--- src/rtl/benes4_feeder_pkg.sv ---
// rtl/benes4_feeder_pkg.sv - shared types and defaults for the 4-lane Benes feeder
package benes4_feeder_pkg;

  localparam int N_DEF = 32;  // data word width
  localparam int Q_DEF = 15;  // fractional bits; words are carried bit-exact, never interpreted
  localparam int M_DEF = 3;   // route-select width, one bit per network column
  localparam int LANES = 4;

  typedef logic [1:0] slot_t;

  // One complete group as presented to the network; lane[0] is x1
  typedef struct packed {
    logic [LANES-1:0][N_DEF-1:0] lane;
    logic [M_DEF-1:0]            sel;
    logic                        pad;
  } group_t;

endpackage

--- src/rtl/benes4_group_fifo2.sv ---
// rtl/benes4_group_fifo2.sv - two-entry group FIFO with a registered head
module benes4_group_fifo2
  import benes4_feeder_pkg::*;
(
  input  logic   clk,
  input  logic   rst_n,
  input  logic   push_i,
  input  group_t push_data_i,
  input  logic   pop_i,
  output logic   full_o,
  output logic   empty_o,
  output group_t head_o
);

  logic [1:0] count_q;
  group_t     head_q;
  group_t     tail_q;
  logic       push_eff;
  logic       pop_eff;

  assign push_eff = push_i && (count_q != 2'd2);
  assign pop_eff  = pop_i && (count_q != 2'd0);
  assign full_o   = (count_q == 2'd2);
  assign empty_o  = (count_q == 2'd0);
  assign head_o   = head_q;

  // Head is always the oldest group; a push with a concurrent pop at occupancy 1 goes straight to head
  always_ff @(posedge clk or negedge rst_n) begin
    if (!rst_n) begin
      count_q <= 2'd0;
      head_q  <= '0;
      tail_q  <= '0;
    end else begin
      if (pop_eff) begin
        if (count_q == 2'd2) head_q <= tail_q;
        else if (push_eff)   head_q <= push_data_i;
      end else if (push_eff) begin
        if (count_q == 2'd0) head_q <= push_data_i;
        else                 tail_q <= push_data_i;
      end
      if (push_eff && !pop_eff)      count_q <= count_q + 2'd1;
      else if (pop_eff && !push_eff) count_q <= count_q - 2'd1;
    end
  end

endmodule

--- src/rtl/benes4_feeder.sv ---
// rtl/benes4_feeder.sv - packs a serial word stream into 4-lane groups for the Benes network
module benes4_feeder
  import benes4_feeder_pkg::*;
#(
  parameter int N  = N_DEF,
  parameter int M  = M_DEF,
  parameter int CW = 16
) (
  input  logic          clk,
  input  logic          rst_n,
  input  logic [N-1:0]  in_data,
  input  logic          in_valid,
  output logic          in_ready,
  input  logic          in_last,
  input  logic [M-1:0]  sel_in,
  output logic [N-1:0]  x1,
  output logic [N-1:0]  x2,
  output logic [N-1:0]  x3,
  output logic [N-1:0]  x4,
  output logic [M-1:0]  s,
  output logic          pad,
  output logic          out_valid,
  input  logic          out_ready,
  output logic [CW-1:0] groups_sent
);

  slot_t         slot_q;
  logic [N-1:0]  asm_q [3];
  logic [M-1:0]  sel_q;
  logic [CW-1:0] groups_sent_q;
  group_t        grp_d;
  group_t        head;
  logic          fifo_full;
  logic          fifo_empty;
  logic          accept;
  logic          commit;
  logic          pop;

  // in_ready depends only on FIFO occupancy, so no path from in_valid/out_ready reaches it
  assign in_ready  = !fifo_full;
  assign out_valid = !fifo_empty;
  assign accept    = in_valid && in_ready;
  assign commit    = accept && ((slot_q == 2'd3) || in_last);
  assign pop       = out_valid && out_ready;

  // Build the committed group from stored lanes plus the current word; lanes above it stay zero
  always_comb begin
    grp_d = '0;
    for (int k = 0; k < 3; k++) begin
      if (k < int'(slot_q)) grp_d.lane[k] = asm_q[k];
    end
    grp_d.lane[slot_q] = in_data;
    grp_d.sel          = (slot_q == 2'd0) ? sel_in : sel_q;
    grp_d.pad          = in_last && (slot_q != 2'd3);
  end

  // Slot counter and assembly register; select is captured with the first word only
  always_ff @(posedge clk or negedge rst_n) begin
    if (!rst_n) begin
      slot_q <= 2'd0;
      sel_q  <= '0;
      for (int k = 0; k < 3; k++) asm_q[k] <= '0;
    end else if (accept) begin
      case (slot_q)
        2'd0:    asm_q[0] <= in_data;
        2'd1:    asm_q[1] <= in_data;
        2'd2:    asm_q[2] <= in_data;
        default: ;
      endcase
      if (slot_q == 2'd0) sel_q <= sel_in;
      slot_q <= commit ? 2'd0 : slot_q + 2'd1;
    end
  end

  // Popped-group counter, wraps naturally at 2^CW
  always_ff @(posedge clk or negedge rst_n) begin
    if (!rst_n) groups_sent_q <= '0;
    else if (pop) groups_sent_q <= groups_sent_q + 1'b1;
  end

  benes4_group_fifo2 u_fifo (
    .clk         (clk),
    .rst_n       (rst_n),
    .push_i      (commit),
    .push_data_i (grp_d),
    .pop_i       (pop),
    .full_o      (fifo_full),
    .empty_o     (fifo_empty),
    .head_o      (head)
  );

  assign x1          = head.lane[0];
  assign x2          = head.lane[1];
  assign x3          = head.lane[2];
  assign x4          = head.lane[3];
  assign s           = head.sel;
  assign pad         = head.pad;
  assign groups_sent = groups_sent_q;

endmodule

--- config.mk ---
export PLATFORM = sky130hd
export DESIGN_NAME = benes4_feeder
export DESIGN_NICKNAME = d
export VERILOG_FILES = /design/src/rtl/benes4_feeder_pkg.sv /design/src/rtl/benes4_group_fifo2.sv /design/src/rtl/benes4_feeder.sv
export SDC_FILE = /design/constraint.sdc
export NUM_CORES = 1
export LEC_CHECK = 0
export CORE_ASPECT_RATIO = 0.5
export CORE_MARGIN = 2
export CORE_UTILIZATION = 52
export DETAILED_ROUTE_END_ITERATION = 12
export PLACE_DENSITY = 0.73
export REMOVE_ABC_BUFFERS = 1
export SLEW_MARGIN = 30
export SYNTH_ARGS = -nofsm -noshare
export SYNTH_HDL_FRONTEND = slang
export SYNTH_SLANG_ARGS = --single-unit
export TNS_END_PERCENT = 1
--- constraint.sdc ---
create_clock -name clk -period 2.6 [get_ports clk]
set_input_delay 0.39 -clock clk [delete_from_list [all_inputs] [get_ports clk]]
set_output_delay 0.39 -clock clk [all_outputs]
set_load 0.01 [all_outputs]
==> summary.md <==
| Metric | Value |
|---|---|
| Outcome | finished clean |
| Wirelength per Cell | 18.2 um |
| Gates resized, CTS repair | 0 |
| Setup-failing EPs final | 0 |
| Vias in the first global route | 12614 |
| Util after Layout | 64.5% |
| Skew final | 10.7 ps |
| GR Util All Layers | 24.1% |
| Top Ports | 190 |
| P&R area growth vs syn | 22.6% |
| Critical Path Max Stage Delay | 500 ps |
| Vias | 12268 |
| Drt first pass iters | 5 |
| CTS tree | done |
| FP Rows | 46 |
| Mean Syn Cell Area | 10.5 um^2 |
| Hold slack final | 436 ps |
| Total Routed Length | 39.6 mm |
| Synthesized netlist cell count | 1575 |
| Hold_buf cts | 1 |
| Final min period | 2280 ps |
| Worst Setup End Kind | primary output |
| Max Root-Sink Buffers | 3 |
| Core box area | 31500 um^2 |
| Least-Margin Pin Slew | 830 ps |
| Clock sinks | 383 |
| Max-Cap Viols | 0 |
| Final Net Count | 1773 |
| Via density | 5.62 |
| Synth warnings | 0 |
| Crit path buffers/inverters | 2 |
| Antenna Nets Post-Route | 0 |
| Power Total | 23.8 mW |
| Die ar. | 33400 um^2 |
| Slew HR | 44.7% |
| First-pass GRT wire length | 65.0 mm |
| Reg2reg path depth | 7 |
| Commonest non-fill, non-tap cell in the layout | dfrtp_1 |
| Layout cell share with drive strength beyond 1 | 11.7% |
| Fin. Hold Viols | 0 |
| Arr. time, crit path | 1890 ps |
| Worst hold path type | input port to async pin |
| Overflow after GRT | 0 |
| Final setup TNS | 0 ps |
| Seq/Total Area, Yosys | 57.8% |
| Finished Cell Area | 20300 um^2 |
| Startpoint types | flip-flop |
| # port buffers | 189 |
| Worst path top cell family by delay | buffers and inverters |
| Worst-path cell chain | nor2_1 > inv_1 > clkdlybuf4s50_1 |
| Initial antenna violation count | 1 |
| Post CTS Setup Buffer Count | 0 |
| Reg2reg setup slack | 520 ps |
| Critical Path End | out_valid |
| RSZ-0062 raised after global routing | false |
| R2R Path End | u_fifo.head_o[76]$_DFFE_PN0P_ |
| Path type of the worst setup path | flip-flop to primary output |
| Number of synthesized register bits | 383 |
| RD Place Congestion | 0.780 |
| Num CTS Buffers | 36 |
| Unique masters post-synth | 33 |
| Worst IR drop on VDD | 0.622 mV |
| Largest net degree at the start of global routing | 77 |
| Leakage Power | 9.45 nW |
| CP max stage cell | clkdlybuf4s50_1 |
| Fin. max-slew vios | 0 |
| WP depth | 3 |
| Most frequent cells in the layout | dfrtp_1 (383), nand2_1 (283), o21ai_0 (240) |
| Synth top area cells | dfrtp_1 (58%), o21ai_0 (7.2%), mux2_2 (6.7%) |
| Maximum operating frequency | 0.439 GHz |
| Reg clk slew, reported paths | 60 ps |
| # DRC | 0 |
| Crit-path max FO | 9 |
| Die height | 130 um |
| Htree depth | 2 |
| Crit share post-route | 87.5% |
| PwrDens | 1170 nW/um^2 |
| HPWL Detailed | 25.3 mm |
| Post-DP Area | 19100 um^2 |
| Worst Setup SP | u_fifo.count_q[0]$_DFFE_PN0P_ |
| Leading area contributor after synthesis | dfrtp_1 |
| Post-Syn Area | 16600 um^2 |
| Share of the synthesized area in the top cell type | 57.8% |
| Clock Latency Late Sink | 520 ps |
| Chip width | 257 um |
| Req. time, crit path | 2210 ps |
| Worst reg2reg path startpoint | slot_q[0]$_DFFE_PN0N_ |
| Initial Utilization | 52.6% |
| CTS root buffer | clkbuf_16 |
| Drt initial violations | 861 |
| Fill count | 2399 |
cells in the mapped netlist:
cell type	n
a211oi_1	32
a21o_1	33
a21oi_1	96
a22oi_1	31
and2_1	2
and3_1	2
and3b_1	34
and4_1	2
buf_1	3
buf_2	47
buf_4	13
buf_6	7
clkbuf_1	52
dfrtp_1	383
ha_1	6
inv_1	3
mux2_1	30
mux2_2	98
mux2i_1	36
nand2_1	286
nand2b_1	2
nand3_1	8
nand3b_1	2
nand4_1	3
nor2_1	101
nor2b_1	1
nor3_1	1
o211a_1	1
o21a_1	1
o21ai_0	240
o22ai_4	1
xnor2_1	15
xor2_1	3
state kept, by name, summed over array words and instances (netlist names):
register and flops:
u_fifo.head_o 132, u_fifo.tail_q 132, asm_q 96, groups_sent 16, sel_q 3, slot_q 2
u_fifo.count_q 2
worst reg2reg max path, stage by stage (launching register included):
cell	delay, ps
dfrtp_1	420
inv_1	150
ha_2	470
buf_12	240
and3b_1	210
a21oi_1	190
a211oi_1	120
a21o_1	170
how the worst min path moves through the flow:
stage	from	end	slack, ps
floorplan	rst_n	asm_q[0]$_DFFE_PN0P_	90
detailed placement	rst_n	u_fifo.head_o[6]$_DFFE_PN0P_	400
finish	rst_n	u_fifo.head_o[6]$_DFFE_PN0P_	440
global placement	rst_n	u_fifo.head_o[6]$_DFFE_PN0P_	400
CTS	rst_n	u_fifo.tail_q[131]$_DFFE_PN0P_	450
global route	rst_n	u_fifo.tail_q[70]$_DFFE_PN0P_	470
logic make-up after synthesis:
| kind of cell | count (synthesis) | share of synthesized area (%) |
|---|---|---|
| flops | 383 | 57.8 |
| buf+inv | 125 | 3.80 |
| compound gates | 435 | 14.7 |
| xor+xnor | 18 | 0.951 |
| mux | 164 | 10.9 |
| fa+ha+maj | 6 | 0.453 |
| simple gates | 444 | 11.4 |
where the power goes:
| part | switching, mW | internal (mW) | total, mW |
|---|---|---|---|
| clock network | 2.18 | 3.11 | 5.29 |
| registers | 1.38 | 8.32 | 9.70 |
| logic | 4.44 | 4.35 | 8.79 |
| total | 8.00 | 15.8 | 23.8 |
metal layers:
metal	up-vias	GRT usage, %	wire length (um)
met2	275	42.3	20000
met3	59	3.55	1640
met4	0	6.46	736
met5	-	0	0
met1	6197	31.9	17200
li1	5737	-	-
final cells by class:
type / instances / area [um^2] / share of cell area [%]
repair buffers: 236 / 2620 / 12.9
inverters: 3 / 11.3 / 0.0554
clock buffers: 55 / 1060 / 5.23
multi-input cells: 1067 / 6400 / 31.5
clock inverters: 6 / 110 / 0.542
flip-flops and latches: 383 / 9580 / 47.1
diodes: 1 / 2.50 / 0.0123
well taps: 432 / 541 / 2.66
through the flow:
| stage | cells | setup WS (ps) |
|---|---|---|
| after floorplan | 1453 | -4030 |
| after global placement | 2120 | 172 |
| after detailed placement | 2120 | 1.51 |
| after CTS | 2182 | 296 |
| after global routing | 2183 | 190 |
| final | 2183 | 324 |
No activity file was read; power rests on OpenSTA's default activity.
==> variant 1, RTL diff (config.mk and constraints unchanged) <==
Reset style: synchronous (`rst_n`), changed in 3 clocked blocks.
--- a/src/rtl/benes4_group_fifo2.sv
+++ b/src/rtl/benes4_group_fifo2.sv
@@ -25,7 +25,7 @@
   assign head_o   = head_q;
 
   // Head is always the oldest group; a push with a concurrent pop at occupancy 1 goes straight to head
-  always_ff @(posedge clk or negedge rst_n) begin
+  always_ff @(posedge clk) begin
     if (!rst_n) begin
       count_q <= 2'd0;
       head_q  <= '0;
--- a/src/rtl/benes4_feeder.sv
+++ b/src/rtl/benes4_feeder.sv
@@ -55,7 +55,7 @@
   end
 
   // Slot counter and assembly register; select is captured with the first word only
-  always_ff @(posedge clk or negedge rst_n) begin
+  always_ff @(posedge clk) begin
     if (!rst_n) begin
       slot_q <= 2'd0;
       sel_q  <= '0;
@@ -73,7 +73,7 @@
   end
 
   // Popped-group counter, wraps naturally at 2^CW
-  always_ff @(posedge clk or negedge rst_n) begin
+  always_ff @(posedge clk) begin
     if (!rst_n) groups_sent_q <= '0;
     else if (pop) groups_sent_q <= groups_sent_q + 1'b1;
   end
Behaviour: differs if rst_n is asserted again (counterexample within 4 cycles, from zero or initial values and one cycle with rst_n low); with rst_n held inactive, the same outputs for 4 cycles.
==> variant 1 against the unedited design <==
Worst setup slack better by 0.0076 ns. Routed wire length is 6.6% higher. Synthesized area fell by 5.0%. Final area shrank 6.1%. Clock skew fell by 0.00075 ns. Sequential cell count is the same. Utilization rose by 0.46 points. Critical path type unchanged. Largest cell class unchanged.
Power is not compared: it rests on default switching activity, and its combinational part moved more than twofold at a synthesized area within 25%.
==> variant 1: results <==
metrics = {
    "drt": {
        "dr.pass1.iters": 5,
        "viasPerCell": 5.88,
        "drt-initial-drc-count": 1023,
        "wirelength_um": 42300,
    },
    "yosys": {
        "ys_async_sr_fraction_pct": 0,
        "synthCells": 1675,
        "synth_top_cell_by_area": "dfxtp_1",
        "synth_common_cells": "287 x dfxtp_1, 248 x nand2_1, 185 x nor2_1",
        "synth_top_family_by_area": "simple AND/OR/NAND/NOR gates",
        "yosys.area_share.adder_pct": 0.477,
        "ys.warnings.count": 0,
        "synthXorXnorAreaFrac_pct": 0.778,
        "synth_area_leaders": "dfxtp_1 36%, edfxtp_1 18%, nand2_1 5.9%, nor2_1 4.4%, mux2i_1 4.4%",
        "synth-compound-area-share_pct": 16.1,
        "ys_seq_area_share_pct": 54.8,
        "synth_edf_count": 96,
        "muxShareOfSynthArea_pct": 4.38,
        "yosysUniqueCellTypes": 50,
    },
    "sta": {
        "relSlewSlack_pct": 46.0,
        "skew_ns": 0.00994,
        "fmax_ghz": 0.441,
    },
    "worst_setup_path": {
        "cpMaxStageDelayCell": "dfxtp_1",
        "rr_worst_depth": 7,
        "r2r_slack_ns": 0.49,
        "r2r_start": "slot_q[1]$_SDFFE_PN0N_",
        "crit_end": "in_ready",
        "reg2reg_to": "u_fifo.head_o[40]$_SDFFE_PN0P_",
        "cp.arrival_ns": 1.88,
        "crit_fanout": 10,
        "worstSetupStartpoint": "u_fifo.count_q[0]$_SDFFE_PN0P_",
        "cpPeakStageDelay_ns": 0.58,
    },
    "placed_design": {
        "dp.cells": 2138,
        "place_congestion": 0.754,
        "dp_hpwl_um": 24400,
        "port_buffers": 189,
        "pre_cts_ws_ns": 0.266,
    },
    "status": {
        "outcome": "completed",
    },
    "global_routing": {
        "grt_max_degree": 224,
        "grt_usage_pct": 26.3,
        "grt_pass1_wl_um": 67900,
        "grt_pass1_vias": 12928,
        "antenna_found_initial": 0,
    },
    "cts": {
        "cts-htree-levels": 2,
        "numCtsBuffers": 35,
        "clk_latency_ns": 0.53,
        "post-cts-setup-buffers": 0,
        "path_clk_slew_ns": 0.06,
        "cts-root-buf": "clkbuf_16",
        "max-clock-path-buffers": 3,
    },
    "cells_and_area": {
        "layout.cells.non_filler": 2202,
        "antenna_cells": 0,
        "drive_gt1_share_pct": 7.29,
        "fin_nets": 1831,
    },
    "hold_path": {
        "min_path_type": "input pin to flop",
        "min_path_cells": 4,
        "holdCritStartpoint": "rst_n",
    },
    "power_and_ir_drop": {
        "peakVddDrop_v": 0.000589,
    },
}
## variant 1: cell types whose count changed after synthesis, sizes merged, moves of 85 or more
cell    before  now
nand3        8  101
edfxtp       0   96
nor2       101  186
dfrtp      383    0
mux2       128    0
dfxtp        0  287
o21ai      240  102
## variant 1: area by class of cell
cell class,count,area [µm²]
fillers,2361,10300
flip-flops and latches,383,8630
multi-input cells,1129,6400
repair buffers,229,2430
clock buffers,54,1030
well taps,391,489
clock inverters,9,63.8
inverters,7,31.3
## variant 1: worst max-delay path: cells and delay by family (launching register included)
| family | cells | cell delay [ns] |
|---|---|---|
| DFF | 1 | 0.58 |
| and+or+nand+nor | 1 | 0.21 |
| buffers and inverters | 1 | 0.57 |
## variant 1: metrics by stage
step / hold slack [ns] / total power [mW] / instance area (µm²) / setup TNS, ns
after floorplan: 0.437 / 8.88 / 15000 / -1805.15
after global placement: 0.441 / 10.3 / 18000 / 0
after detailed placement: 0.447 / 10.4 / 18000 / 0
after CTS: 0.456 / 15.4 / 19100 / 0
after global routing: 0.437 / 15.9 / 19100 / 0
final: 0.433 / 15.3 / 19100 / 0
## variant 1: routing by layer
metal  share of wire (%)  GRT usage [%]
met5                   0              0
met4                 2.2           8.00
met3                 6.1           4.65
met2                  49           45.5
met1                  43           33.9
## variant 1: power by group
part / total [mW] / internal (mW) / switching (mW)
combinational: 3.24 / 1.32 / 1.92
clock: 5.02 / 2.84 / 2.18
sequential: 7.04 / 6.73 / 0.307
total: 15.3 / 10.9 / 4.41
==> variant 2, RTL diff (config.mk and constraints unchanged) <==
Made on the original files. `N_DEF`: 32 -> 16.
--- a/src/rtl/benes4_feeder_pkg.sv
+++ b/src/rtl/benes4_feeder_pkg.sv
@@ -1,7 +1,7 @@
 // rtl/benes4_feeder_pkg.sv - shared types and defaults for the 4-lane Benes feeder
 package benes4_feeder_pkg;
 
-  localparam int N_DEF = 32;  // data word width
+  localparam int N_DEF = 16;  // data word width
   localparam int Q_DEF = 15;  // fractional bits; words are carried bit-exact, never interpreted
   localparam int M_DEF = 3;   // route-select width, one bit per network column
   localparam int LANES = 4;
Interface: changed (5 resized); port bits go from 190 to 110. No check against the original RTL was run, so the function may have changed too.
==> variant 2 against the unedited design <==
Routed wire length shrank 50%. Largest cell class unchanged. Synthesized area shrank 45%. Sequential cell count shrank 176. Sequential power shrank 46%. Critical endpoint unchanged. Synthesized cell count shrank 46%. Worst setup slack gained 0.036 ns. Total power shrank 47%. Final area shrank 46%.
==> variant 2: results <==
metrics = {
    "status": {
        "outcome": "completed",
    },
    "sta": {
        "skew_ns": 0.0145,
        "worstMarginPinSlew_ns": 0.907,
        "period_share_pct": 86.2,
    },
    "drt": {
        "dr_wl_met2_um": 8990,
        "wirelength_um": 19600,
        "wl_met1_um": 9300,
        "drt-initial-drc-count": 377,
        "wl_met3_um": 1040,
        "viasPerCell": 5.52,
        "top_layer": "met4",
        "wl_per_cell_um": 16.5,
        "dr.pass1.iters": 4,
    },
    "placed_design": {
        "pre_cts_ws_ns": 0.305,
        "place_congestion": 0.715,
        "place_area_um2": 10500,
        "port_buffers": 109,
        "dp.cells": 1159,
        "dp_hpwl_um": 12200,
    },
    "worst_setup_path": {
        "rr_worst_depth": 6,
        "crit_end": "out_valid",
        "r2r_start": "slot_q[1]$_DFFE_PN0N_",
        "crit_fanout": 9,
        "cpPeakStageDelay_ns": 0.50,
        "cp.arrival_ns": 1.85,
        "r2r_slack_ns": 0.46,
        "reg2reg_to": "u_fifo.head_o[32]$_DFFE_PN0P_",
    },
    "yosys": {
        "synth_ff_type": "dfrtp_1",
        "synth_common_cells": "207 x dfrtp_1, 154 x nand2_1, 127 x o21ai_0",
        "synthCells": 855,
        "synth_area_leaders": "dfrtp_1 57%, o21ai_0 7.0%, nand2_1 6.4%, mux2_2 6.2%, a21oi_1 2.6%",
        "yosysUniqueCellTypes": 37,
        "ys_seq_area_share_pct": 57.0,
    },
    "cts": {
        "cts-htree-levels": 1,
        "clk_latency_ns": 0.49,
        "max-clock-path-buffers": 3,
        "numCtsBuffers": 19,
        "path_clk_slew_ns": 0.06,
        "ctsResizeCount": 0,
    },
    "global_routing": {
        "grt_pass1_wl_um": 33100,
        "grt_util_met2_pct": 34.8,
        "met3_usage_pct": 4.51,
        "grt_usage_pct": 22.0,
        "grt_pass1_vias": 6654,
        "use_met1_pct": 31.5,
        "antenna_found_initial": 0,
        "grt_max_degree": 102,
    },
    "hold_path": {
        "min_path_type": "input pin to async pin",
    },
    "power_and_ir_drop": {
        "p_comb_mw": 4.75,
        "peakVddDrop_v": 0.000623,
        "pwr-share-comb_pct": 37.4,
        "clkPwrFrac_pct": 21.8,
        "intPower_mw": 8.46,
        "p_leak_nw": 5.21,
    },
    "cells_and_area": {
        "drive_gt1_share_pct": 12.6,
        "fin_nets": 977,
        "antenna_cells": 0,
    },
}
==> variant 2: worst min path at each step <==
stage / start / end / slack, ns / cells past startpoint
after floorplan: rst_n / asm_q[0]$_DFFE_PN0P_ / 0.09 / 0
after global placement: rst_n / sel_q[1]$_DFFE_PN0N_ / 0.44 / 1
after detailed placement: rst_n / u_fifo.tail_q[1]$_DFFE_PN0P_ / 0.44 / 1
after CTS: u_fifo.head_o[37]$_DFFE_PN0P_ / u_fifo.head_o[37]$_DFFE_PN0P_ / 0.48 / 1
after global routing: u_fifo.head_o[44]$_DFFE_PN0P_ / u_fifo.head_o[44]$_DFFE_PN0P_ / 0.50 / 1
final: rst_n / sel_q[0]$_DFFE_PN0N_ / 0.47 / 2
==> variant 2: critical path: cells and delay by family, from the launching register on <==
family / cells / cell delay (ns)
DFF: 1 / 0.48
buffers and inverters: 2 / 0.61
and+or+nand+nor: 1 / 0.28
==> variant 2: logic make-up (layout without fill, tap and decap cells) <==
logic type / after synthesis / count (layout) / synth area share (%)
compound gates: 227 / 227 / 14.0
xor+xnor: 18 / 18 / 1.74
fa+ha+maj: 6 / 6 / 0.826
buf+inv: 62 / 163 / 3.37
flops: 207 / 207 / 57.0
mux: 84 / 84 / 10.7
simple gates: 251 / 251 / 12.3
==> variant 2: cell type report <==
| cell class | count | area, µm² |
|---|---|---|
| Fill cell | 1367 | 6170 |
| Sequential cell | 207 | 5180 |
| Multi-Input combinational cell | 586 | 3600 |
| Timing Repair Buffer | 129 | 1370 |
| Clock buffer | 24 | 514 |
| Tap cell | 234 | 293 |
| Clock inverter | 6 | 83.8 |
| Inverter | 4 | 15.0 |
